--- src/rtl/ramp_adc_seq_pkg.sv ---
// ramp_seq_pkg: shared states and constants for the ramp ADC sequencer
package ramp_seq_pkg;
  typedef enum logic [2:0] {IDLE, PRESET, SETTLE, CONVERT, DONE} state_t;
  localparam logic [15:0] LFSR_SEED = 16'hACE1;
  localparam logic [15:0] LFSR_TAPS = 16'hB400;
  localparam int SETTLE_DEFAULT = 4;
endpackage

--- src/rtl/ramp_adc_seq_if.sv ---
// ramp_adc_seq_if: request, counter/front-end and result signals of the sequencer
interface ramp_adc_seq_if #(parameter int WIDTH = 8);
  logic start;
  logic cmp;
  logic ctr_en;
  logic ctr_set;
  logic [WIDTH-1:0] ctr_setval;
  logic [WIDTH-1:0] count;
  logic overflow;
  logic ramp_rst;
  logic busy;
  logic [WIDTH-1:0] result;
  logic result_ovf;
  logic result_valid;
  logic result_ready;
  modport master (
    input  start, cmp, count, overflow, result_ready,
    output ctr_en, ctr_set, ctr_setval, ramp_rst, busy, result, result_ovf, result_valid
  );
  modport slave (
    output start, cmp, count, overflow, result_ready,
    input  ctr_en, ctr_set, ctr_setval, ramp_rst, busy, result, result_ovf, result_valid
  );
endinterface

--- src/rtl/ramp_adc_seq_sync_ff.sv ---
// sync_ff: STAGES-deep synchronizer with asynchronous clear
module sync_ff #(
  parameter int STAGES = 2
) (
  input  logic clk,
  input  logic rst,
  input  logic d,
  output logic q
);
  logic [STAGES-1:0] s_q, s_d;
  always_comb s_d = {s_q[STAGES-2:0], d};
  always_ff @(posedge clk or posedge rst)
    if (rst) s_q <= '0;
    else s_q <= s_d;
  assign q = s_q[STAGES-1];
endmodule

--- src/rtl/ramp_adc_seq.sv ---
// ramp_adc_seq: single-slope ADC conversion sequencer; RAMP_SEQ_JITTER_EN adds LFSR settle jitter
module ramp_adc_seq
  import ramp_seq_pkg::*;
#(
  parameter int WIDTH         = 8,
  parameter int SETTLE_CYCLES = SETTLE_DEFAULT,
  parameter int SYNC_STAGES   = 2,
  parameter int CMP_LATENCY   = SYNC_STAGES
) (
  input logic clk,
  input logic rst,
  ramp_adc_seq_if.master io
);
  localparam logic [8:0] SETTLE_LD = 9'(SETTLE_CYCLES - 1);
  state_t state_q, state_d;
  logic [8:0] cnt_q, cnt_d;
  logic [WIDTH-1:0] result_q, result_d;
  logic ovf_q, ovf_d;
  logic cmp_s;
  logic [2:0] jit;
  logic [WIDTH:0] diff;
  logic [WIDTH-1:0] code;
  sync_ff #(.STAGES(SYNC_STAGES)) u_cmp_sync (.clk(clk), .rst(rst), .d(io.cmp), .q(cmp_s));
`ifdef RAMP_SEQ_JITTER_EN
  logic [15:0] lfsr_q, lfsr_d;
  always_comb lfsr_d = {lfsr_q[14:0], ^(lfsr_q & LFSR_TAPS)};
  always_ff @(posedge clk or posedge rst)
    if (rst) lfsr_q <= LFSR_SEED;
    else lfsr_q <= lfsr_d;
  assign jit = lfsr_q[2:0];
`else
  assign jit = '0;
`endif
  // widened subtract so an early trip saturates at zero instead of wrapping
  assign diff = {1'b0, io.count} - (WIDTH+1)'(CMP_LATENCY);
  assign code = diff[WIDTH] ? '0 : diff[WIDTH-1:0];
  always_comb begin
    state_d  = state_q;
    cnt_d    = cnt_q;
    result_d = result_q;
    ovf_d    = ovf_q;
    case (state_q)
      IDLE: if (io.start) begin
        state_d = PRESET;
        cnt_d   = SETTLE_LD + {6'b0, jit};
      end
      PRESET: state_d = SETTLE;
      SETTLE: begin
        state_d = (cnt_q == '0) ? CONVERT : SETTLE;
        cnt_d   = (cnt_q == '0) ? cnt_q : cnt_q - 9'd1;
      end
      CONVERT: if (cmp_s) begin
        result_d = code;
        ovf_d    = 1'b0;
        state_d  = DONE;
      end else if (io.overflow) begin
        result_d = '1;
        ovf_d    = 1'b1;
        state_d  = DONE;
      end
      DONE: state_d = io.result_ready ? IDLE : DONE;
      default: state_d = IDLE;
    endcase
  end
  always_ff @(posedge clk or posedge rst)
    if (rst) begin
      state_q  <= IDLE;
      cnt_q    <= '0;
      result_q <= '0;
      ovf_q    <= 1'b0;
    end else begin
      state_q  <= state_d;
      cnt_q    <= cnt_d;
      result_q <= result_d;
      ovf_q    <= ovf_d;
    end
  assign io.ctr_en       = state_q == CONVERT;
  assign io.ctr_set      = state_q == PRESET;
  assign io.ctr_setval   = '0;
  assign io.ramp_rst     = state_q != CONVERT;
  assign io.busy         = state_q != IDLE;
  assign io.result       = result_q;
  assign io.result_ovf   = ovf_q;
  assign io.result_valid = state_q == DONE;
endmodule
--- src/flat_wrapper.sv ---
// flat-port wrapper written by rule: the top's interface ports become plain ports
module ramp_adc_seq_flat import ramp_seq_pkg::*;
#(
  parameter int WIDTH         = 8,
  parameter int SETTLE_CYCLES = SETTLE_DEFAULT,
  parameter int SYNC_STAGES   = 2,
  parameter int CMP_LATENCY   = SYNC_STAGES
)
  (clk, rst, io_start, io_cmp, io_count, io_overflow, io_result_ready, io_ctr_en, io_ctr_set, io_ctr_setval, io_ramp_rst, io_busy, io_result, io_result_ovf, io_result_valid);
  ramp_adc_seq_if #(.WIDTH(WIDTH)) io_i ();
  input logic clk;
  input logic rst;
  input wire logic [$bits(io_i.start)-1:0] io_start;
  input wire logic [$bits(io_i.cmp)-1:0] io_cmp;
  input wire logic [$bits(io_i.count)-1:0] io_count;
  input wire logic [$bits(io_i.overflow)-1:0] io_overflow;
  input wire logic [$bits(io_i.result_ready)-1:0] io_result_ready;
  output wire logic [$bits(io_i.ctr_en)-1:0] io_ctr_en;
  output wire logic [$bits(io_i.ctr_set)-1:0] io_ctr_set;
  output wire logic [$bits(io_i.ctr_setval)-1:0] io_ctr_setval;
  output wire logic [$bits(io_i.ramp_rst)-1:0] io_ramp_rst;
  output wire logic [$bits(io_i.busy)-1:0] io_busy;
  output wire logic [$bits(io_i.result)-1:0] io_result;
  output wire logic [$bits(io_i.result_ovf)-1:0] io_result_ovf;
  output wire logic [$bits(io_i.result_valid)-1:0] io_result_valid;
  assign io_i.start = io_start;
  assign io_i.cmp = io_cmp;
  assign io_i.count = io_count;
  assign io_i.overflow = io_overflow;
  assign io_i.result_ready = io_result_ready;
  assign io_ctr_en = io_i.ctr_en;
  assign io_ctr_set = io_i.ctr_set;
  assign io_ctr_setval = io_i.ctr_setval;
  assign io_ramp_rst = io_i.ramp_rst;
  assign io_busy = io_i.busy;
  assign io_result = io_i.result;
  assign io_result_ovf = io_i.result_ovf;
  assign io_result_valid = io_i.result_valid;
  ramp_adc_seq #(.WIDTH(WIDTH), .SETTLE_CYCLES(SETTLE_CYCLES), .SYNC_STAGES(SYNC_STAGES), .CMP_LATENCY(CMP_LATENCY)) u_core (.clk(clk), .rst(rst), .io(io_i));
endmodule
--- config.mk ---
export PLATFORM = sky130hd
export DESIGN_NAME = ramp_adc_seq_flat
export DESIGN_NICKNAME = d
export VERILOG_FILES = /design/src/rtl/ramp_adc_seq_pkg.sv /design/src/rtl/ramp_adc_seq_if.sv /design/src/rtl/ramp_adc_seq_sync_ff.sv /design/src/rtl/ramp_adc_seq.sv /design/src/flat_wrapper.sv
export SDC_FILE = /design/constraint.sdc
export NUM_CORES = 1
export LEC_CHECK = 0
export ABC_AREA = 1
export ABC_CLOCK_PERIOD_IN_PS = 1300
export CORE_MARGIN = 5
export CORE_UTILIZATION = 43
export DETAILED_ROUTE_END_ITERATION = 6
export PLACE_DENSITY = 0.75
export SLEW_MARGIN = 20
export SYNTH_ARGS = -nofsm -noshare
export SYNTH_HDL_FRONTEND = slang
export SYNTH_HIERARCHICAL = 1
export SYNTH_SLANG_ARGS = --single-unit
--- constraint.sdc ---
create_clock -name clk -period 1.3 [get_ports clk]
set_input_delay 0.26 -clock clk [delete_from_list [all_inputs] [get_ports clk]]
set_output_delay 0.26 -clock clk [all_outputs]
set_load 0.005 [all_outputs]
After elaboration in Yosys (flattened, before gate mapping)

Index checks and enable logic that the tools add are counted.

Input port bits: 14
Output and inout port bits: 22
Word-level logic and storage cells: 37
Flip-flop bits (word level): 23

Muxes and demuxes: 14
Equality and inequality tests: 8
Add/sub/neg operators: 2
Reductions and logical operators: 8

Operators with widths:

| operator                                                                 | number |
|---|---|
| 8-bit 2-to-1 mux                                                         | 3 |
| 9-bit 2-to-1 mux                                                         | 2 |
| 9-bit case mux with 2 select lines                                       | 1 |
| 3-bit case mux with 5 select lines                                       | 1 |
| 3-bit 2-to-1 mux                                                         | 4 |
| 9-bit logical NOT                                                        | 1 |
| 8-bit by 2-bit subtractor with 9-bit output (second input constant)      | 1 |
| 9-bit by 1-bit subtractor with 9-bit output (second input constant)      | 1 |
| 3-bit by 2-bit equality test with 1-bit output (second input constant)   | 2 |
| 3-bit by 2-bit inequality test with 1-bit output (second input constant) | 2 |
| 2-bit inequality test (second input constant)                            | 2 |
| 2-bit AND reduction                                                      | 2 |
| 2-bit nonzero test                                                       | 2 |
| 3-bit by 1-bit equality test with 1-bit output (second input constant)   | 1 |
| 3-bit equality test (second input constant)                              | 1 |
| 3-bit logical NOT                                                        | 1 |
| 1-bit 2-to-1 mux                                                         | 3 |
| 3-bit AND reduction                                                      | 1 |
| 3-bit nonzero test                                                       | 1 |

Longest topological paths before layout

Gate-level depths: netlist of run 1.

Depth after elaboration: 3
Gate-level depth with buffers: 9

Modules after synthesis

The synthesis of run 1 kept the hierarchy.

By module, submodules not included:

| module       | sequential area each (um^2) | times used | cells an instance | area each (um^2) |
|---|---|---|---|---|
| ramp_adc_seq | 525.5                       | 1          | 179               | 1320.0 |
| sync_ff      | 50.0                        | 1          | 3                 | 53.8 |

Least setup slack after synthesis of run 1

OpenSTA, ideal clock, no wires.

Kind: flip-flop to flip-flop
From: register u_core.cnt_q[0]
To: register u_core.cnt_q[2]
Library setup time: 0.074 ns
Arrival: 1.356 ns
Path buffers: 1
Stages on the path, launching flop included: 10
Clock period less this slack: 1.430 ns
Slack: -0.130 ns
Path through: dfrtp_1 inv_1 ha_1 nand3_1 nor2_1 nand2_1 nand2_4 buf_6 nand2_1 o21ai_2

Word-level cells in the longest chain between the ends: 3
Elaborated cells between the ends (all ways): 6

RTL lines:

| what                                                                                    | line               | RTL |
|---|---|---|
| from (decl)                                                                             | ramp_adc_seq.sv:16 | `logic [8:0] cnt_q, cnt_d;` |
| from (signal assigned)                                                                  | ramp_adc_seq.sv:73 | `cnt_q <= cnt_d;` |
| 9-bit by 1-bit subtractor with 9-bit output / 9-bit logical NOT (equally long branches) | ramp_adc_seq.sv:50 | `cnt_d = (cnt_q == '0) ? cnt_q : cnt_q - 9'd1;` |
| 9-bit 2-to-1 mux / 2-bit inequality test (equally long branches)                        | --                 |  |
| 9-bit case mux with 2 select lines / 3-bit AND reduction (equally long branches)        | --                 |  |

Parallel ways exist; a longest one is shown, timed or not. The select of a mux whose other input is x is not followed.
A chain may end at the register's enable or synchronous reset.

Worst setup path after layout of run 1

From: register u_core.state_q[1]
To: output io_result_valid

Word-level cells in the longest chain between the ends: 1

RTL lines:

| what                   | line               | RTL |
|---|---|---|
| from (decl)            | ramp_adc_seq.sv:15 | `state_t state_q, state_d;` |
| from (signal assigned) | ramp_adc_seq.sv:72 | `state_q <= state_d;` |
| 3-bit equality test    | ramp_adc_seq.sv:84 | `assign io.result_valid = state_q == DONE;` |
| to (decl)              | flat_wrapper.sv:25 | `output wire logic [$bits(io_i.result_valid)-1:0] io_result_valid;` |

No other way between the ends.

==> reports/metrics.cfg, run 1 <==
[clock_tree]
numClockSinks = 23
cts_buffers = 3
worstSkewPairLatency_ns = 0.31
cts_buffer_depth = 2
root_buffer = clkbuf_4
cts_tree = built
ctsHtreeMaxLevel = 1
clk_pin_slew_ns = 0.13

[floorplan]
start_util_pct = 45.00
die_h_um = 66.53
io_pins = 36
core_sq_mm = 0.003053
die_w_um = 66.53
rows = 20
dieArea_sq_mm = 0.004426

[drt]
drcViolationCount = 0
ant_nets = 0
post_drt_wl_per_cell_um = 13.16
first_pass_iters = 4
via_per_inst = 4.740
wl_um = 4002
drt_iter0_drc = 58
dr_total_vias = 1441

[pwr]
power_mw = 5.151
power_density_mw_per_mm2 = 2237
ir_worst_vdd_mv = 1.449
power.leakage_nw = 1.127

[run_status]
status = complete, but fails checks
violations = negative setup slack

[worst_setup_path]
crit_buf_inv = 2
cp_slowest_cell = dfrtp_2
critPathCaptureType = output port
cp.depth = 3
r2r_slack_ns = -0.17
crit_chain = buf_6 -> nor3_4 -> buf_2
cp-startpoint = u_core/state_q[1]$_DFFE_PP0P_
path_delay_family = flip-flops
critPathLaunchType = flip-flop
r2r-start = u_core/state_q[0]$_DFFE_PP0P_
rr_worst_depth = 7
required_ns = 1.04
cp.arrival_ns = 1.22
crit_path_end = io_result_valid
slowest_delay_ns = 0.47
reg2reg_to = u_core/cnt_q[7]$_DFFE_PP0P_
cp_max_fo = 4
critical_path_class = reg2out

[place]
post-dp-hpwl_um = 2420
placed_cells = 285
numPortBuffers = 27
place.gp.congestion = 0.8332
place_area_sq_mm = 0.001979

[synthesis]
synth_area_sq_mm = 0.001374
syn_avg_cell_area_sq_um = 7.548
synthCells = 182
synth_top_family_by_area = simple AND/OR/NAND/NOR gates
yosysUniqueCellTypes = 28
synth_compound_area_share_pct = 11.02
yosysSeqAreaShare_pct = 41.89
synth-simple-area-share_pct = 31.42
synth_seq_cells = 23
ys.flop_type = dfrtp_1
synth-xor-area-share_pct = 1.275
synth_warnings = 6
synthMuxAreaShare_pct = 0
synth-edff-count = 0
async_flop_share_pct = 100.0
synth_fa_ha_area_share_pct = 1.821

[timing]
drv_slew = 0
hold-worst-slack_ns = 0.1025
post-route-min-period_ns = 1.484
fin_crit_sh_pct = 114.1
max_freq_mhz = 673.9
setup_viol = 23
finalWorstSetupSlack_ns = -0.1838
fin_skew_ns = 0.01673
rsz0062_at_grt = yes
hold_viol_final = 0

[flow_run]
maxCapViolations = 0

[cells_and_area]
multi_input_area_sq_um = 870.8
final_cells = 304
insertedDiodeCount = 0
seq_area_sq_um = 578.1
finalInstanceArea_sq_mm = 0.002302
fin_nets = 277
syn_to_final_growth_pct = 67.58
layout-drive-gt1-share_pct = 44.23
fillerInstances = 208

[grt]
grt_usage_pct = 18.73
grt_pass1_wl_um = 6396
antenna_found_initial = 0
grt_pass1_vias = 1465
grt_max_degree = 18
grt_overflow = 0

[hold_path]
hp-class = in2async

[per-layer routing]
layer | up-vias | GRT usage [%] | share of wire (%)
met3 | 6 | 2.361 | 5.2
met4 | 0 | 5.838 | 1.0
met1 | 668 | 21.97 | 40
li1 | 716 | - | -
met5 | - | 0 | 0
met2 | 51 | 34.94 | 54
[synth_stat cells, drive strengths merged, types with 2 or more instances]
cell type / count / area [sq um]
inv: 26 / 97.60
nand2: 46 / 185.2
nand3b: 2 / 18.77
buf: 9 / 71.32
dfrtp: 23 / 575.6
nor2: 26 / 105.1
ha: 2 / 25.02
a21oi: 4 / 31.28
nand3: 20 / 105.1
o21ai: 15 / 97.59
xor2: 2 / 17.52
[placed cells by master (no fill, tap or decap), drive strengths merged]
| cell type | synthesis | layout |
|---|---|---|
| a21boi | 1 | 1 |
| buf | 9 | 53 |
| dlygate4sd2 | 0 | 7 |
| inv | 26 | 26 |
| nor3 | 1 | 1 |
| nor2 | 26 | 26 |
| clkbuf | 0 | 4 |
| nand2 | 46 | 47 |
| nand3b | 2 | 2 |
| xor2 | 2 | 2 |
| a21oi | 4 | 4 |
| nand3 | 20 | 20 |
| o21ai | 15 | 15 |
| clkdlybuf4s15 | 0 | 2 |
| conb | 1 | 8 |
| o21bai | 1 | 1 |
| nand4 | 1 | 1 |
| or2 | 1 | 1 |
| o21a | 1 | 1 |
| dfrtp | 23 | 23 |
| clkdlybuf4s50 | 0 | 13 |
| ha | 2 | 2 |
[power by group]
group	switching (mW)	internal, mW
clock network	0.210	0.120
logic	1.81	1.78
registers	0.217	1.01
[cell type report]
cell class,instances,area share (%)
repair buffers,75,29.18
well taps,44,2.391
multi-input cells,132,37.83
clock buffers,4,1.141
flip-flops and latches,23,25.11
inverters,26,4.348
[how the worst min path moves through the flow]
stage,start,cells after the start,end,slack (ns)
2_1_floorplan,rst,1,u_core/u_cmp_sync/s_q[0]$_DFF_PP0_,0.001
4_1_cts,rst,2,u_core/u_cmp_sync/s_q[0]$_DFF_PP0_,0.1
3_3_place_gp,u_core/u_cmp_sync/s_q[0]$_DFF_PP0_,0,u_core/u_cmp_sync/s_q[1]$_DFF_PP0_,0.33
3_5_place_dp,u_core/u_cmp_sync/s_q[0]$_DFF_PP0_,0,u_core/u_cmp_sync/s_q[1]$_DFF_PP0_,0.34
6_report,rst,2,u_core/u_cmp_sync/s_q[1]$_DFF_PP0_,0.10
5_1_grt,rst,2,u_core/u_cmp_sync/s_q[0]$_DFF_PP0_,0.09
[cells by family (layout without fill, tap and decap cells)]
logic type,count (synthesis),count (layout)
adder cells (fa/ha/maj),2,2
buffers and inverters,35,105
XOR/XNOR,2,2
other,1,8
AO/OA/AOI/OAI,22,22
flip-flops,23,23
AND/OR/NAND/NOR,97,98
[sequential cells by signal, indices dropped and copies added, names as in the netlist]
name                   count
u_core/io.result           8
u_core/u_cmp_sync/s_q      2
u_core/io.result_ovf       1
u_core/cnt_q               9
u_core/state_q             3
[timing repair]
action,4_1_cts,5_1_grt
resized for setup,62,21
setup buffers,13,4
gates cloned,1,0
pin swaps,6,9
endpoints found under the setup margin,31,28
hold buffers,0,0
[metrics by stage]
stage | setup WS, ns | setup TNS [ns] | util, %
2_1_floorplan | 0.007237 | 0 | -
3_3_place_gp | -0.2470 | -2.643 | 64.84
3_5_place_dp | -0.3124 | -2.980 | 64.84
4_1_cts | -0.1816 | -1.845 | 72.13
5_1_grt | -0.2497 | -4.480 | 75.41
6_report | -0.1838 | -2.711 | 75.41
Note: power is estimated with default switching activity, not from simulation.
==> inputs of run 2 (changes only) <==
- CTS_CLUSTER_DIAMETER: default -> 200
==> results of run 2 <==
Final layout, timing and power as in run 1 (identical DEF).
